$ cat config.mk
export PLATFORM = sky130hd
export DESIGN_NAME = shift_rotate_unit_flat
export DESIGN_NICKNAME = d
export VERILOG_FILES = /design/src/rtl/shift_rotate_unit_if.sv /design/src/rtl/shift_rotate_unit.sv /design/src/flat_wrapper.sv
export SDC_FILE = /design/constraint.sdc
export NUM_CORES = 1
export LEC_CHECK = 0
export BUFFER_PORTS_ARGS = -buffer_cell sky130_fd_sc_hd__buf_2
export CORE_UTILIZATION = 40
export CTS_BUF_LIST = sky130_fd_sc_hd__clkbuf_4 sky130_fd_sc_hd__clkbuf_8
export DETAILED_ROUTE_END_ITERATION = 6
export HOLD_SLACK_MARGIN = 0.1
export PLACE_DENSITY = 0.72
export SYNTH_ARGS = -nofsm -noshare
export SYNTH_HDL_FRONTEND = slang
export SYNTH_SLANG_ARGS = --single-unit
$ cat constraint.sdc
create_clock -name Clock -period 3.1 [get_ports Clock]
set_input_delay 0.465 -clock Clock [delete_from_list [all_inputs] [get_ports Clock]]
set_output_delay 0.465 -clock Clock [all_outputs]
set_load 0.05 [all_outputs]
$ cat src/rtl/shift_rotate_unit_if.sv
// Operand/result bus between the operand buses, the shift/rotate unit and the
// Z result register. The master drives a request (start, mode, a, amount) and
// the slave returns the registered result with busy/done status.
interface shift_rotate_unit_if #(
   parameter int WIDTH = 32
);
   localparam int AW = $clog2(WIDTH);

   logic             start;
   logic [2:0]       mode;
   logic [WIDTH-1:0] a;
   logic [AW-1:0]    amount;
   logic [WIDTH-1:0] result;
   logic             busy;
   logic             done;

   modport master (
      output start, mode, a, amount,
      input  result, busy, done
   );

   modport slave (
      input  start, mode, a, amount,
      output result, busy, done
   );
endinterface

$ cat src/rtl/shift_rotate_unit.sv
// Multi-cycle shift/rotate execution unit: SHR, SHRA, SHL, ROR, ROL on a
// WIDTH-bit operand. Mode codes 5-7 pass the operand through unchanged.
// The default build shifts min(STEP, remaining) positions per clock.
// Defining SHIFT_ROTATE_FAST_EN replaces that with a single-cycle barrel
// shift on the first SHIFT edge; STEP is then ignored.
module shift_rotate_unit #(
   parameter int WIDTH = 32,
   parameter int STEP  = 1
) (
   input logic                Clock,
   input logic                clear,
   shift_rotate_unit_if.slave bus
);
   localparam int AW = $clog2(WIDTH);

   typedef enum logic [1:0] {
      ST_IDLE,
      ST_SHIFT,
      ST_DONE
   } state_e;

   typedef enum logic [2:0] {
      OP_SHR  = 3'd0,
      OP_SHRA = 3'd1,
      OP_SHL  = 3'd2,
      OP_ROR  = 3'd3,
      OP_ROL  = 3'd4
   } op_e;

   state_e           state_q, state_d;
   logic [WIDTH-1:0] work_q,   work_d;
   logic [2:0]       mode_q,   mode_d;
   logic [AW-1:0]    rem_q,    rem_d;
   logic [WIDTH-1:0] result_q, result_d;

   // Shift or rotate w by s positions. s never reaches WIDTH, and a shift by
   // WIDTH yields zero, so rotating by s=0 returns w unchanged.
   function automatic logic [WIDTH-1:0] shift_by(
      input logic [WIDTH-1:0] w,
      input logic [2:0]       m,
      input logic [AW-1:0]    s
   );
      logic [WIDTH-1:0] r;
      case (m)
         OP_SHR:  r = w >> s;
         OP_SHRA: r = $unsigned($signed(w) >>> s);
         OP_SHL:  r = w << s;
         OP_ROR:  r = (w >> s) | (w << (WIDTH - int'(s)));
         OP_ROL:  r = (w << s) | (w >> (WIDTH - int'(s)));
         default: r = w;
      endcase
      return r;
   endfunction

`ifndef SHIFT_ROTATE_FAST_EN
   // STEP clamped into the shift-amount width; when STEP >= WIDTH the
   // remaining count is always smaller, so the clamped value is never used.
   localparam logic [AW-1:0] STEP_V = AW'((STEP >= WIDTH) ? WIDTH - 1 : STEP);

   logic [AW-1:0] step_amt;

   // Positions to shift this cycle: min(STEP, rem).
   always_comb begin
      step_amt = (int'(rem_q) < STEP) ? rem_q : STEP_V;
   end
`endif

   // Next-state and datapath update for the IDLE -> SHIFT -> DONE sequence.
   always_comb begin
      // NOTE: every signal gets a hold default before the case so that no path
      // leaves it unassigned, which would otherwise infer a latch.
      state_d  = state_q;
      work_d   = work_q;
      mode_d   = mode_q;
      rem_d    = rem_q;
      result_d = result_q;

      case (state_q)
         ST_IDLE: begin
            if (bus.start) begin
               work_d  = bus.a;
               mode_d  = bus.mode;
`ifdef SHIFT_ROTATE_FAST_EN
               rem_d   = bus.amount;
`else
               // Pass-through codes do no shifting, so they finish immediately.
               rem_d   = (bus.mode > 3'd4) ? '0 : bus.amount;
`endif
               state_d = ST_SHIFT;
            end
         end

         ST_SHIFT: begin
`ifdef SHIFT_ROTATE_FAST_EN
            work_d   = shift_by(work_q, mode_q, rem_q);
            rem_d    = '0;
            result_d = work_d;
            state_d  = ST_DONE;
`else
            if (rem_q != '0) begin
               work_d = shift_by(work_q, mode_q, step_amt);
               rem_d  = rem_q - step_amt;
            end else begin
               result_d = work_q;
               state_d  = ST_DONE;
            end
`endif
         end

         ST_DONE: begin
            state_d = ST_IDLE;
         end

         default: begin
            state_d = ST_IDLE;
         end
      endcase
   end

   // State and datapath registers; clear aborts any operation at once.
   always_ff @(posedge Clock or posedge clear) begin
      if (clear) begin
         state_q  <= ST_IDLE;
         work_q   <= '0;
         mode_q   <= '0;
         rem_q    <= '0;
         result_q <= '0;
      end else begin
         // NOTE: non-blocking assignments make every register take its value
         // from the pre-edge state, independent of statement order.
         state_q  <= state_d;
         work_q   <= work_d;
         mode_q   <= mode_d;
         rem_q    <= rem_d;
         result_q <= result_d;
      end
   end

   assign bus.result = result_q;
   assign bus.busy   = (state_q != ST_IDLE);
   assign bus.done   = (state_q == ST_DONE);

endmodule

$ cat src/flat_wrapper.sv
// flat-port wrapper written by rule: the top's interface ports become plain ports
module shift_rotate_unit_flat 
#(
   parameter int WIDTH = 32,
   parameter int STEP  = 1
)
  (Clock, clear, bus_start, bus_mode, bus_a, bus_amount, bus_result, bus_busy, bus_done);
  shift_rotate_unit_if #(.WIDTH(WIDTH)) bus_i ();
  input logic Clock;
  input logic clear;
  input wire logic [$bits(bus_i.start)-1:0] bus_start;
  input wire logic [$bits(bus_i.mode)-1:0] bus_mode;
  input wire logic [$bits(bus_i.a)-1:0] bus_a;
  input wire logic [$bits(bus_i.amount)-1:0] bus_amount;
  output wire logic [$bits(bus_i.result)-1:0] bus_result;
  output wire logic [$bits(bus_i.busy)-1:0] bus_busy;
  output wire logic [$bits(bus_i.done)-1:0] bus_done;
  assign bus_i.start = bus_start;
  assign bus_i.mode = bus_mode;
  assign bus_i.a = bus_a;
  assign bus_i.amount = bus_amount;
  assign bus_result = bus_i.result;
  assign bus_busy = bus_i.busy;
  assign bus_done = bus_i.done;
  shift_rotate_unit #(.WIDTH(WIDTH), .STEP(STEP)) u_core (.Clock(Clock), .clear(clear), .bus(bus_i));
endmodule
; Yosys cells after proc, flatten, opt, wreduce, memory -nomap -nowiden
; Index checks and enable logic that the tools add are counted.
[totals]
latchBits = 0
rom_bits = 0
mem_count = 0
out_inout_bits = 34
ff_bits = 74
elab_cells = 49
mem_bits_rw = 0
input_bits = 43
[op_classes]
addsub = 2
n_eq_ne = 10
n_reduce_logical = 10
n_mul = 0
div_mod_pow = 0
shift = 5
mux = 12
bitwise = 3
magnitude_cmp = 2
[op_table]
columns = cell, count
row1 = $pmux 32 s5, 1
row2 = $mux 32, 2
row3 = $or 32x32->32, 2
row4 = $pmux 32 s2, 1
row5 = $shl 32x32->32, 1
row6 = $shl 32x5->32, 1
row7 = $shr 32x32->32, 1
row8 = $shr 32x5->32, 1
row9 = $sshr 32x5->32, 1
row10 = $mux 5, 4
row11 = $pmux 5 s2, 1
row12 = $sub 6x5->7 const A, 1
row13 = $eq 3x2->1 const B, 2
row14 = $ne 6x1->1 const B, 1
row15 = $reduce_and 2->1, 3
row16 = $lt 5x1->1 const B, 1
row17 = $reduce_bool 5->1, 1
row18 = $sub 5x5->5, 1
row19 = $mux 2, 2
row20 = $ne 2x2->1 const B, 2
row21 = $pmux 2 s2, 1
row22 = $reduce_and 4->1, 1
row23 = $reduce_bool 2->1, 2
row24 = $eq 3x1->1 const B, 1
row25 = other kinds (9), 9

; Depth between registers and ports, before layout
[logic_depth]
depth_word = 8
depth_mapped = 13
mapped_depth_nobuf = 9

; Worst setup path before layout
; Ideal clock, no wire load.
[synth_path]
path_type = reg2reg
from = reg u_core.rem_q[1]
to = reg u_core.work_q[11]
path_stages_with_launch = 13
path_slack_ns = 0.296
t_arrival_ns = 2.670
required_time_ns = 2.967
setup_time_ns = 0.133
synth_period_minus_slack_ns = 2.804
cell_sequence = dfrtp_1 > buf_6 > nor4_2 > nand2_1 > inv_1 > buf_2 > ha_1 > buf_2 > buf_1 > mux2i_1 > nor2_1 > a2111oi_0 > nor2_1
[synth_via]
elab_chain_cells = 8
word_cells_on_any_way = 16
cone_classes = add/sub (1) / order compare (1) / eq/ne (1) / shift (5) / mux (4) / bitwise (2) / reduce/logical (2)
[synth_rtl]
columns = item, line
row1 = "start, declared", shift_rotate_unit.sv:33  ; logic [AW-1:0] rem_q, rem_d;
row2 = "start signal, assigned", shift_rotate_unit.sv:134  ; rem_q <= rem_d;
row3 = $lt 5x1->1, shift_rotate_unit.sv:64  ; step_amt = (int'(rem_q) < STEP) ? rem_q : STEP_V;
row4 = $mux 5, shift_rotate_unit.sv:64
row5 = $sub 6x5->7, "shift_rotate_unit.sv:48, shift_rotate_unit.sv:49"
row6 = $shr 32x32->32 or $shl 32x32->32 (tied branches), "shift_rotate_unit.sv:49, shift_rotate_unit.sv:48"
row7 = $or 32x32->32 (on tied branches), "shift_rotate_unit.sv:49, shift_rotate_unit.sv:48"
row8 = $pmux 32 s5, shift_rotate_unit.sv:44  ; case (m)
row9 = $mux 32, shift_rotate_unit.sv:100  ; if (rem_q != '0) begin
row10 = $pmux 32 s2, shift_rotate_unit.sv:78  ; case (state_q)
row11 = "end signal, assigned", shift_rotate_unit.sv:132  ; work_q <= work_d;
row12 = "end, declared", shift_rotate_unit.sv:31  ; logic [WIDTH-1:0] work_q, work_d;
; Parallel ways exist; a longest one is shown, timed or not. The select of a mux whose other input is x is not followed.
; A chain may end at the register's enable or synchronous reset.

; Worst setup path after layout
[layout_path]
from = reg u_core.rem_q[1]
to = reg u_core.work_q[0]
; Same word-level chain as after synthesis.

==> Flow_metrics.wiki <==
{| class="wikitable"
! Metric !! Value
|-
| Outcome || finished, final reports clean
|-
| Number of synthesized register bits || 74
|-
| CTS H-tree lvls || 3
|-
| Initial antenna violation count || 0
|-
| Top-count cell post-synth || sky130_fd_sc_hd__dfrtp_1
|-
| Maximum fanout along the worst path || 38
|-
| Total count of hold-check failures in the final report || 0
|-
| Number of diodes || 0
|-
| Yosys Warn Count || 0
|-
| Register area share after synthesis || 0.411
|-
| Placer's final routability congestion estimate || about 0.95
|-
| Global-route wire length before repair || about 23,000 um
|-
| Via count of the first global-routing pass || a little over 4,000
|-
| Post-synthesis instance total || 443
|-
| Via count normalized by instance count || between 6 and 7
|-
| Site Rows || 38
|-
| Total iterations of the first detailed-routing run || 5
|-
| Half-perimeter wire length after placement || 10,000 um
|-
| Flip-flop cell with the highest count after synthesis || sky130_fd_sc_hd__dfrtp_1
|-
| Setup slack of the most critical reg-to-reg path || ~440 ps
|-
| Total negative setup slack || 0 ps
|-
| Core footprint || 0.0109 mm2
|-
| Leftover overflow at the end of global routing || 0
|-
| Number of remaining DRC errors || 0
|-
| Highest clock frequency the design can meet || roughly 380 MHz
|-
| Area fraction of the dominant cell type after synthesis || 0.411
|-
| DR iter-0 viols || 379
|-
| CP required || roughly 3300 ps
|-
| Pin count of the biggest net entering global routing || 39
|-
| Post-CTS clock slew at the launch and capture registers of the worst setup and hold paths || 80 ps
|-
| Clock Skews || between 10 and 15 ps
|-
| Routed length per instance || 22.1 um
|-
| Port buffer count || 76
|-
| Cell count after placement || 640
|-
| P&R area growth vs syn || 16.9%
|-
| Cell Area, Synth || roughly 0.0045 mm2
|-
| Biggest area consumer among synthesized cells || sky130_fd_sc_hd__dfrtp_1
|-
| Period utilization || 0.857
|-
| Num CTS Buffers || 9
|-
| Arrival time at the worst endpoint || ~2900 ps
|-
| Vertical die dimension || between 100 and 150 um
|-
| Capture instance of the worst register-to-register path || u_core.work_q[0]$_DFFE_PP0P_
|-
| TritonCTS clock tree || built
|-
| Unique masters post-synth || about 60
|-
| Number of top-level design ports || 77
|-
| Root buf cell || sky130_fd_sc_hd__clkbuf_8
|-
| R2R depth || 9
|-
| Number of antenna-violating nets in the routed design || 0
|-
| Setup fix buffers added after clock tree synthesis || 0
|-
| Fraction of final layout cells with drive strength greater than 1 || 0.320
|-
| Mapped Nets || between 400 and 500
|-
| Starting density of the core || 0.412
|-
| CTS-repair resized insts || 0
|-
| Clock Tree Buf Depth || 2
|-
| Die span in x || 108 um
|-
| Endpoint type of the worst setup path || flop
|-
| Clock sink total || 74
|-
| Least-Margin Pin Slew || ~950 ps
|-
| Finish-stage setup viols || 0
|-
| Shortest period the worst path allows || roughly 2700 ps
|-
| Final nets || ~560
|-
| Leading post-synthesis cells by cell area || sky130_fd_sc_hd__dfrtp_1, sky130_fd_sc_hd__mux2i_1, sky130_fd_sc_hd__mux2_2, sky130_fd_sc_hd__o22ai_1, sky130_fd_sc_hd__nand2_1
|-
| # fillers || about 1,100
|-
| Proportion of synthesized flip-flops having asynchronous set or reset || 1.00
|-
| Number of max-capacitance violations reported || 0
|-
| Post-synth EDFFs || 0
|-
| Worst Hold Class || primary input to async pin
|-
| Max-slew violation total from the final report || 0
|-
| Clock Latency Late Sink || 370 ps
|-
| Ranking of synthesized cells by instance count || sky130_fd_sc_hd__dfrtp_1, sky130_fd_sc_hd__mux2i_1, sky130_fd_sc_hd__mux2_2, sky130_fd_sc_hd__nand2_1, sky130_fd_sc_hd__nor2_1
|-
| Crit path launch type || flop
|-
| Total routing usage reported by global routing || 0.261
|-
| Startpoint of the worst register-to-register path || u_core.rem_q[1]$_DFFE_PP0P_
|-
| Die area || roughly 0.012 mm2
|-
| Avg Cell Area, Syn || around 10 um2
|-
| Cts-stage hold buffer count || 0
|-
| Number of standard cells in the layout, taps in and fillers out || roughly 660
|-
| Worst setup path class || flop to flop
|-
| DR vias || around 4,000
|-
| Setup repair after global routing missed its margin || false
|-
| Worst slew margin relative to its limit || 0.368
|-
| Routed wire length || about 14,000 um
|}
==> cell type report <==
cell class,count,area [um2],share of cell area
inverters,8,30.0,0.00569
clock buffers,10,138,0.0261
repair buffers,96,556,0.105
multi-input cells,322,2420,0.459
clock inverters,5,103,0.0194
well taps,140,175,0.0332
flip-flops and latches,74,1850,0.351
==> worst max path at each step <==
stage / start / end / slack, ps / cells past startpoint
floorplan: u_core.rem_q[1]$_DFFE_PP0P_ / u_core.work_q[11]$_DFFE_PP0P_ / 300 / 12
finish: u_core.rem_q[1]$_DFFE_PP0P_ / u_core.work_q[0]$_DFFE_PP0P_ / 440 / 9
global route: u_core.rem_q[1]$_DFFE_PP0P_ / u_core.work_q[0]$_DFFE_PP0P_ / 250 / 9
detailed placement: u_core.rem_q[1]$_DFFE_PP0P_ / u_core.work_q[0]$_DFFE_PP0P_ / 500 / 9
global placement: u_core.rem_q[1]$_DFFE_PP0P_ / u_core.work_q[0]$_DFFE_PP0P_ / 630 / 8
CTS: u_core.rem_q[1]$_DFFE_PP0P_ / u_core.work_q[0]$_DFFE_PP0P_ / 470 / 9
==> flip-flops by register name, indices dropped and copies added, names as in the netlist <==
register and count:
u_core.state_q 2, u_core.bus.result 32, u_core.mode_q 3, u_core.rem_q 5
u_core.work_q 32
==> per-layer routing <==
metal / track usage / vias up / part of all wire
met5: 0 / - / 0
met4: 0.0998 / 0 / 0.023
li1: - / 1823 / -
met2: 0.412 / 221 / 0.47
met1: 0.344 / 2019 / 0.43
met3: 0.0633 / 32 / 0.085
==> stage by stage <==
step | hold slack, ps | setup WS (ps) | instance area (um2) | util
2_1_floorplan | 514 | 296 | 4510 | -
4_1_cts | 297 | 465 | 5280 | 0.482
6_report | 263 | 445 | 5280 | 0.482
3_5_place_dp | 474 | 495 | 5030 | 0.460
3_3_place_gp | 465 | 627 | 5030 | 0.460
5_1_grt | 322 | 246 | 5280 | 0.482
==> cells in the final DEF, fill, tap and decap left out, types with 7 or more instances in the layout <==
| master | count |
|---|---|
| sky130_fd_sc_hd__a21oi_1 | 18 |
| sky130_fd_sc_hd__a31oi_1 | 19 |
| sky130_fd_sc_hd__mux2i_1 | 42 |
| sky130_fd_sc_hd__buf_2 | 76 |
| sky130_fd_sc_hd__clkbuf_8 | 10 |
| sky130_fd_sc_hd__a32oi_1 | 8 |
| sky130_fd_sc_hd__nand2_1 | 32 |
| sky130_fd_sc_hd__inv_1 | 7 |
| sky130_fd_sc_hd__o21ai_0 | 16 |
| sky130_fd_sc_hd__dfrtp_1 | 74 |
| sky130_fd_sc_hd__nor2_1 | 32 |
| sky130_fd_sc_hd__mux2_2 | 33 |
| sky130_fd_sc_hd__nand3_1 | 7 |
| sky130_fd_sc_hd__o2bb2ai_1 | 7 |
| sky130_fd_sc_hd__buf_4 | 18 |
| sky130_fd_sc_hd__o22ai_1 | 20 |
==> cells by family after synthesis <==
group	share of synthesized area
buf+inv	0.0530
mux	0.208
simple gates	0.103
compound gates	0.215
xor+xnor	0.00388
fa+ha+maj	0.00555
other cells	0.000831
flops	0.411
==> worst max-delay path: stages (launching register included) <==
cell and delay [ps]:
sky130_fd_sc_hd__dfrtp_1 470, sky130_fd_sc_hd__nor4_2 330, sky130_fd_sc_hd__nand2_1 130, sky130_fd_sc_hd__inv_1 90
sky130_fd_sc_hd__ha_2 370, sky130_fd_sc_hd__buf_12 230, sky130_fd_sc_hd__a2111oi_0 450, sky130_fd_sc_hd__a31oi_1 100
sky130_fd_sc_hd__o221ai_1 210, sky130_fd_sc_hd__o221ai_1 150
Power is left out: the tool's default activity adds up to more than one toggle a clock period on the data nets, which glitch-free logic cannot reach.
